[src/rtl/input_conditioner_if.sv]
// rtl/input_conditioner_if.sv - pin-side and conditioned-output bundle for input_conditioner
interface input_conditioner_if #(
  parameter int WIDTH = 4
);
  logic [WIDTH-1:0] raw_in;
  logic [WIDTH-1:0] level;
  logic [WIDTH-1:0] rise;
  logic [WIDTH-1:0] fall;
  logic [WIDTH-1:0] toggle;
  logic             any_event;

  modport master (
    output raw_in,
    input  level, rise, fall, toggle, any_event
  );

  modport slave (
    input  raw_in,
    output level, rise, fall, toggle, any_event
  );
endinterface

[src/rtl/input_conditioner.sv]
// rtl/input_conditioner.sv - per-channel synchroniser, debounce counter, edge pulses and toggle state
module input_conditioner #(
  parameter int               WIDTH         = 4,
  parameter int               STABLE_CYCLES = 50000,
  parameter int               SYNC_STAGES   = 2,
  parameter logic [WIDTH-1:0] RESET_LEVEL   = '0
) (
  input  logic                 clk,
  input  logic                 rst,
  input_conditioner_if.slave   io
);
  localparam int               CNT_W = $clog2(STABLE_CYCLES + 1);
  localparam logic [CNT_W-1:0] LAST  = CNT_W'(STABLE_CYCLES - 1);

  logic [WIDTH-1:0] sync_q [SYNC_STAGES];
  logic [WIDTH-1:0] s;
  logic [CNT_W-1:0] cnt_q  [WIDTH];
  logic [CNT_W-1:0] cnt_d  [WIDTH];
  logic [WIDTH-1:0] level_q, level_d;
  logic [WIDTH-1:0] rise_q, rise_d;
  logic [WIDTH-1:0] fall_q, fall_d;
  logic [WIDTH-1:0] toggle_q, toggle_d;
  logic             any_event_q, any_event_d;

  assign s = sync_q[SYNC_STAGES-1];

  always_ff @(posedge clk or posedge rst) begin
    if (rst) begin
      for (int k = 0; k < SYNC_STAGES; k++) sync_q[k] <= RESET_LEVEL;
      for (int i = 0; i < WIDTH; i++) cnt_q[i] <= '0;
      level_q     <= RESET_LEVEL;
      rise_q      <= '0;
      fall_q      <= '0;
      toggle_q    <= '0;
      any_event_q <= 1'b0;
    end else begin
      sync_q[0] <= io.raw_in;
      for (int k = 1; k < SYNC_STAGES; k++) sync_q[k] <= sync_q[k-1];
      cnt_q       <= cnt_d;
      level_q     <= level_d;
      rise_q      <= rise_d;
      fall_q      <= fall_d;
      toggle_q    <= toggle_d;
      any_event_q <= any_event_d;
    end
  end

  // cnt == 0 with s == level is the idle state; any disagreement counts toward acceptance
  always_comb begin
    level_d  = level_q;
    toggle_d = toggle_q;
    rise_d   = '0;
    fall_d   = '0;
    for (int i = 0; i < WIDTH; i++) begin
      cnt_d[i] = '0;
      if (s[i] != level_q[i]) begin
        if (cnt_q[i] == LAST) begin
          level_d[i] = s[i];
          rise_d[i]  = s[i];
          fall_d[i]  = ~s[i];
          if (s[i]) toggle_d[i] = ~toggle_q[i];
        end else begin
          cnt_d[i] = cnt_q[i] + 1'b1;
        end
      end
    end
    any_event_d = |(rise_d | fall_d);
  end

  assign io.level     = level_q;
  assign io.rise      = rise_q;
  assign io.fall      = fall_q;
  assign io.toggle    = toggle_q;
  assign io.any_event = any_event_q;
endmodule

[src/flat_wrapper.sv]
// flat-port wrapper written by rule: the top's interface ports become plain ports
module input_conditioner_flat 
#(
  parameter int               WIDTH         = 4,
  parameter int               STABLE_CYCLES = 50000,
  parameter int               SYNC_STAGES   = 2,
  parameter logic [WIDTH-1:0] RESET_LEVEL   = '0
)
  (clk, rst, io_raw_in, io_level, io_rise, io_fall, io_toggle, io_any_event);
  input_conditioner_if #(.WIDTH(WIDTH)) io_i ();
  input  logic clk;
  input  logic rst;
  input wire logic [$bits(io_i.raw_in)-1:0] io_raw_in;
  output wire logic [$bits(io_i.level)-1:0] io_level;
  output wire logic [$bits(io_i.rise)-1:0] io_rise;
  output wire logic [$bits(io_i.fall)-1:0] io_fall;
  output wire logic [$bits(io_i.toggle)-1:0] io_toggle;
  output wire logic [$bits(io_i.any_event)-1:0] io_any_event;
  assign io_i.raw_in = io_raw_in;
  assign io_level = io_i.level;
  assign io_rise = io_i.rise;
  assign io_fall = io_i.fall;
  assign io_toggle = io_i.toggle;
  assign io_any_event = io_i.any_event;
  input_conditioner #(.WIDTH(WIDTH), .STABLE_CYCLES(STABLE_CYCLES), .SYNC_STAGES(SYNC_STAGES), .RESET_LEVEL(RESET_LEVEL)) u_core (.clk(clk), .rst(rst), .io(io_i));
endmodule
[config.mk]
export PLATFORM = sky130hd
export DESIGN_NAME = input_conditioner_flat
export DESIGN_NICKNAME = d
export VERILOG_FILES = /design/src/rtl/input_conditioner_if.sv /design/src/rtl/input_conditioner.sv /design/src/flat_wrapper.sv
export SDC_FILE = /design/constraint.sdc
export NUM_CORES = 1
export LEC_CHECK = 0
export BUFFER_PORTS_ARGS = -buffer_cell sky130_fd_sc_hd__buf_2
export CAP_MARGIN = 20
export CORE_UTILIZATION = 40
export CTS_CLUSTER_DIAMETER = 80
export DETAILED_ROUTE_END_ITERATION = 12
export RECOVER_POWER = 25
export SYNTH_ARGS = -nofsm -noshare
export SYNTH_HDL_FRONTEND = slang
export SYNTH_SLANG_ARGS = --single-unit
[constraint.sdc]
create_clock -name clk -period 3.1 [get_ports clk]
set_input_delay 0.31 -clock clk [delete_from_list [all_inputs] [get_ports clk]]
set_output_delay 0.31 -clock clk [all_outputs]
set_load 0.01 [all_outputs]
* After elaboration in Yosys (flattened, before gate mapping)
Index checks and enable logic that the tools add are counted.
Operators by class: $add $sub $neg 4, equal/unequal tests 8, multiplexer cells 24, bitwise gates (word level) 9, reduce and logical (&&, ||, !) cells 9
Operators with widths (count):
- $mux 16 | 8
- $add 16x1->16 const B | 4
- $eq 16x16->1 const B | 4
- $mux 1 | 16
- $reduce_and 3->1 | 4
- $not 1->1 | 8
- $reduce_and 2->1 | 4
- $ne 1x1->1 | 4
- $or 4x4->4 | 1
- $reduce_or 4->1 | 1
Storage, ports and cells: flip-flop bits (word level) 89, input port bits 6, output and inout bits 17, word-level logic and storage cells 71

* Depth between registers and ports, before layout
word-level depth 5, depth in mapped cells 7

* Worst setup path before layout
Ideal clock, no wire load.
path kind reg-to-reg, from reg u_core.cnt_q[52] in the netlist's numbering, to reg u_core.cnt_q[55] in the netlist's numbering, setup time 121 ps, arrival 1906 ps, data required time 2979 ps, path slack 1073 ps, cell stages (with the launch flop) 7, period minus slack after synthesis 2027 ps, cell sequence dfrtp_1 or4b_1 or4_1 buf_2 nand2b_2 buf_2 nor2_1
RTL lines:
- start, declared | line input_conditioner.sv:17 | logic [CNT_W-1:0] cnt_q [WIDTH];
- start signal, assigned | line input_conditioner.sv:39 | cnt_q <= cnt_d;

==> results.cfg <==
[worst_setup_path]
ff2ff_setup_slack_ns = 0.76
crit-reg2reg-capture = u_core.cnt_q[9]
arrival_ns = 2.56
critPathLaunchType = flop
cp-startpoint = u_core.cnt_q[5]
r2r_cells = 4
end_kind = flop
critPathKind = flop to flop
cp_max_fo = 15
required_ns = 3.32
reg2reg_from = u_core.cnt_q[5]

[yosys]
synth_seq_cells = 89
yosysWarningCount = 0
synth_cells = 366
yosysTopAreaCellShare_pct = 55.9
ys_top_cells_by_area = dfrtp_1 56%, xnor2_1 7.3%, xor2_1 6.8%
syn_area_mm2 = 0.00398
ys_types = 36
synth_largest_area_cell = dfrtp_1
syn-mean-instance-area_um2 = 10.9
synth_nets = 376
ys_seq_area_share_pct = 55.9

[placement]
dp_slack_ns = 0.777
place_hpwl_um = 4540
port_buffers = 22
routabilityCongestion = 0.746
place_inst = 511

[flow_run]
cap_violations = 1

[cells_and_area]
syn_to_final_growth_pct = 10.7
finalNonFillerCells = 527
drive_above_1_share_pct = 11.7
antenna_cells = 0
final_nets = 399

[detailed_routing]
post-route-drc-count = 0
final_antenna_net_count = 0
drt_iter0_drc = 79
vias = 2586
via_per_inst = 4.91
drt_pass1_iterations = 5
wl_per_cell_um = 13.0
wirelength_um = 6870

[die]
start_util_pct = 40.9
io-pin-count = 23
die_area_mm2 = 0.0104
core_region_area_mm2 = 0.00973
die_height_um = 102
fp-row-count = 36
die_width_um = 102

[timing]
fin_setup_tns_ns = 0
finalClockSkew_ns = 0.0183
whs_ns = 0.0497
timing.slew.headroom_pct = -30.2
setup_ws_ns = 0.762
fmax_ghz = 0.428
finalHoldViolations = 0
period_minus_slack_ns = 2.34
drv_slew = 43
tightest_slew_ns = 1.94
rsz0062_at_grt = false
setup_viol = 0
timing.final.crit_share_pct = 75.4

[pwr]
p_leak_nw = 1.94
finalPower_mw = 2.00
p_per_area_mw_per_mm2 = 454
ir_drop_uv = 221

[global_routing]
grt_use_total_pct = 14.8
use_met1_pct = 21.5
first_global_vias = 2402
met2_usage_pct = 20.9
grt_pass1_wl_um = 11800
antenna_found_initial = 0
overflow = 0
grtUsageMet3_pct = 4.55
busiest_layer = met1
grt_max_degree = 48

[cts]
cts.clk_slew.worst_paths_ns = 0.10
clkLatencyLatePin_ns = 0.37
htree_levels = 3
cts_resized = 0
cts_setup_buffers = 0
root_buffer = clkbuf_8
tritoncts = built
clock_sinks = 89
cts.hold.buffers_added = 0
clockBufferDepth = 2
numCtsBuffers = 9

[hold_path]
hold_path_class = primary input to flop
holdPathStages = 1
hold_end = u_core.sync_q[4]
min-delay-start = io_raw_in[0]

[status]
violations = max-capacitance violations, max-slew violations
status = complete, but fails checks
[metal layers]
layer | part of all wire [%] | vias to the layer above | routed length [um]
met2 | 44 | 31 | 3030
met3 | 3.2 | 8 | 222
met5 | 0 | - | 0
met4 | 0.96 | 0 | 66
met1 | 52 | 1248 | 3550
li1 | - | 1299 | -
[area by class of cell]
class / count / area, um^2
multi-input combinational: 257 / 1670
inverter: 9 / 35.0
clock inverter: 6 / 51.3
sequential: 89 / 2230
clock buffer: 10 / 128
timing repair buffer: 23 / 130
fill: 921 / 5320
tap: 133 / 166
[synthesized netlist by cell type, drive strengths merged]
master	count
dfrtp	89
nor2	67
xnor2	33
xor2	31
nand3	19
nand4	18
nand2	15
nor4	11
inv	9
nor3	8
and4	7
clkbuf	7
and3	6
nor3b	6
buf	4
ha	4
mux2	4
or4	4
and3b	3
nand2b	3
nor4b	3
and2	2
nand4b	2
nor4bb	2
or4b	2
a211o	1
a21oi	1
nor2b	1
o22ai	1
o31ai	1
or2	1
or4bb	1
[worst max-delay path by stage]
stage,slack (ns),cells after the start,to
final,0.76,4,u_core.cnt_q[9]
after global routing,0.59,4,u_core.cnt_q[9]
after CTS,0.75,4,u_core.cnt_q[9]
after detailed placement,0.78,4,u_core.cnt_q[9]
after global placement,0.83,4,u_core.cnt_q[2]
after floorplan,0.48,1,u_core.cnt_q[0]
[registers in the layout, indices dropped and copies added (netlist names)]
| name | flops |
|---|---|
| u_core.cnt_q | 64 |
| u_core.io.any_event | 1 |
| u_core.io.fall | 4 |
| u_core.io.level | 4 |
| u_core.io.rise | 4 |
| u_core.io.toggle | 4 |
| u_core.s | 4 |
| u_core.sync_q | 4 |
[where the power goes]
part / leakage (nW) / switching [mW] / internal (mW)
logic: 0.643 / 0.0484 / 0.0213
registers: 1.22 / 0.0170 / 1.18
clock network: 0.0810 / 0.435 / 0.301
[critical path, cell delays in order (launching register included)]
cell and delay [ns]:
dfrtp_1 0.44, or4bb_1 0.50, or4_1 0.68, nand2_1 0.44, nor2_1 0.13
[stage by stage]
| stage | utilization, % | area [um^2] |
|---|---|---|
| after floorplan | - | 3980 |
| after global placement | 43.5 | 4230 |
| after detailed placement | 43.5 | 4230 |
| after CTS | 45.3 | 4410 |
| after global routing | 45.3 | 4410 |
| final | 45.3 | 4410 |
[cells by family (layout without fill, tap and decap cells)]
family                     count (synthesis)  in the layout  synth area share, %
and+or+nand+nor                          181            181                 24.8
DFF                                       89             89                 55.9
xor gates and xnor gates                  64             64                 14.1
adders and majority gates                  4              4                 1.26
buffers and inverters                     20             48                 2.07
AOI/OAI and AO/OA                          4              4                0.691
muxes                                      4              4                 1.13
[cells in the final DEF (no fill, tap or decap), drive strengths merged]
cell and n:
nor3b 6, dfrtp 89, and3b 3, and3 6, o22ai 1, o31ai 1
nand3 19, nor3 8, nand4b 2, or4b 2, inv 10, a211o 1
and4 7, mux2 4, clkinv 1, nand2 15, or2 1, ha 4
nor2b 1, or4 4, a21oi 1, nor2 67, xnor2 33, nor4 11
xor2 31, clkbuf 10, nand4 18, clkinvlp 4, nand2b 3, or4bb 1
and2 2, nor4b 3, nor4bb 2, buf 23
Note: power is estimated with default switching activity, not from simulation.
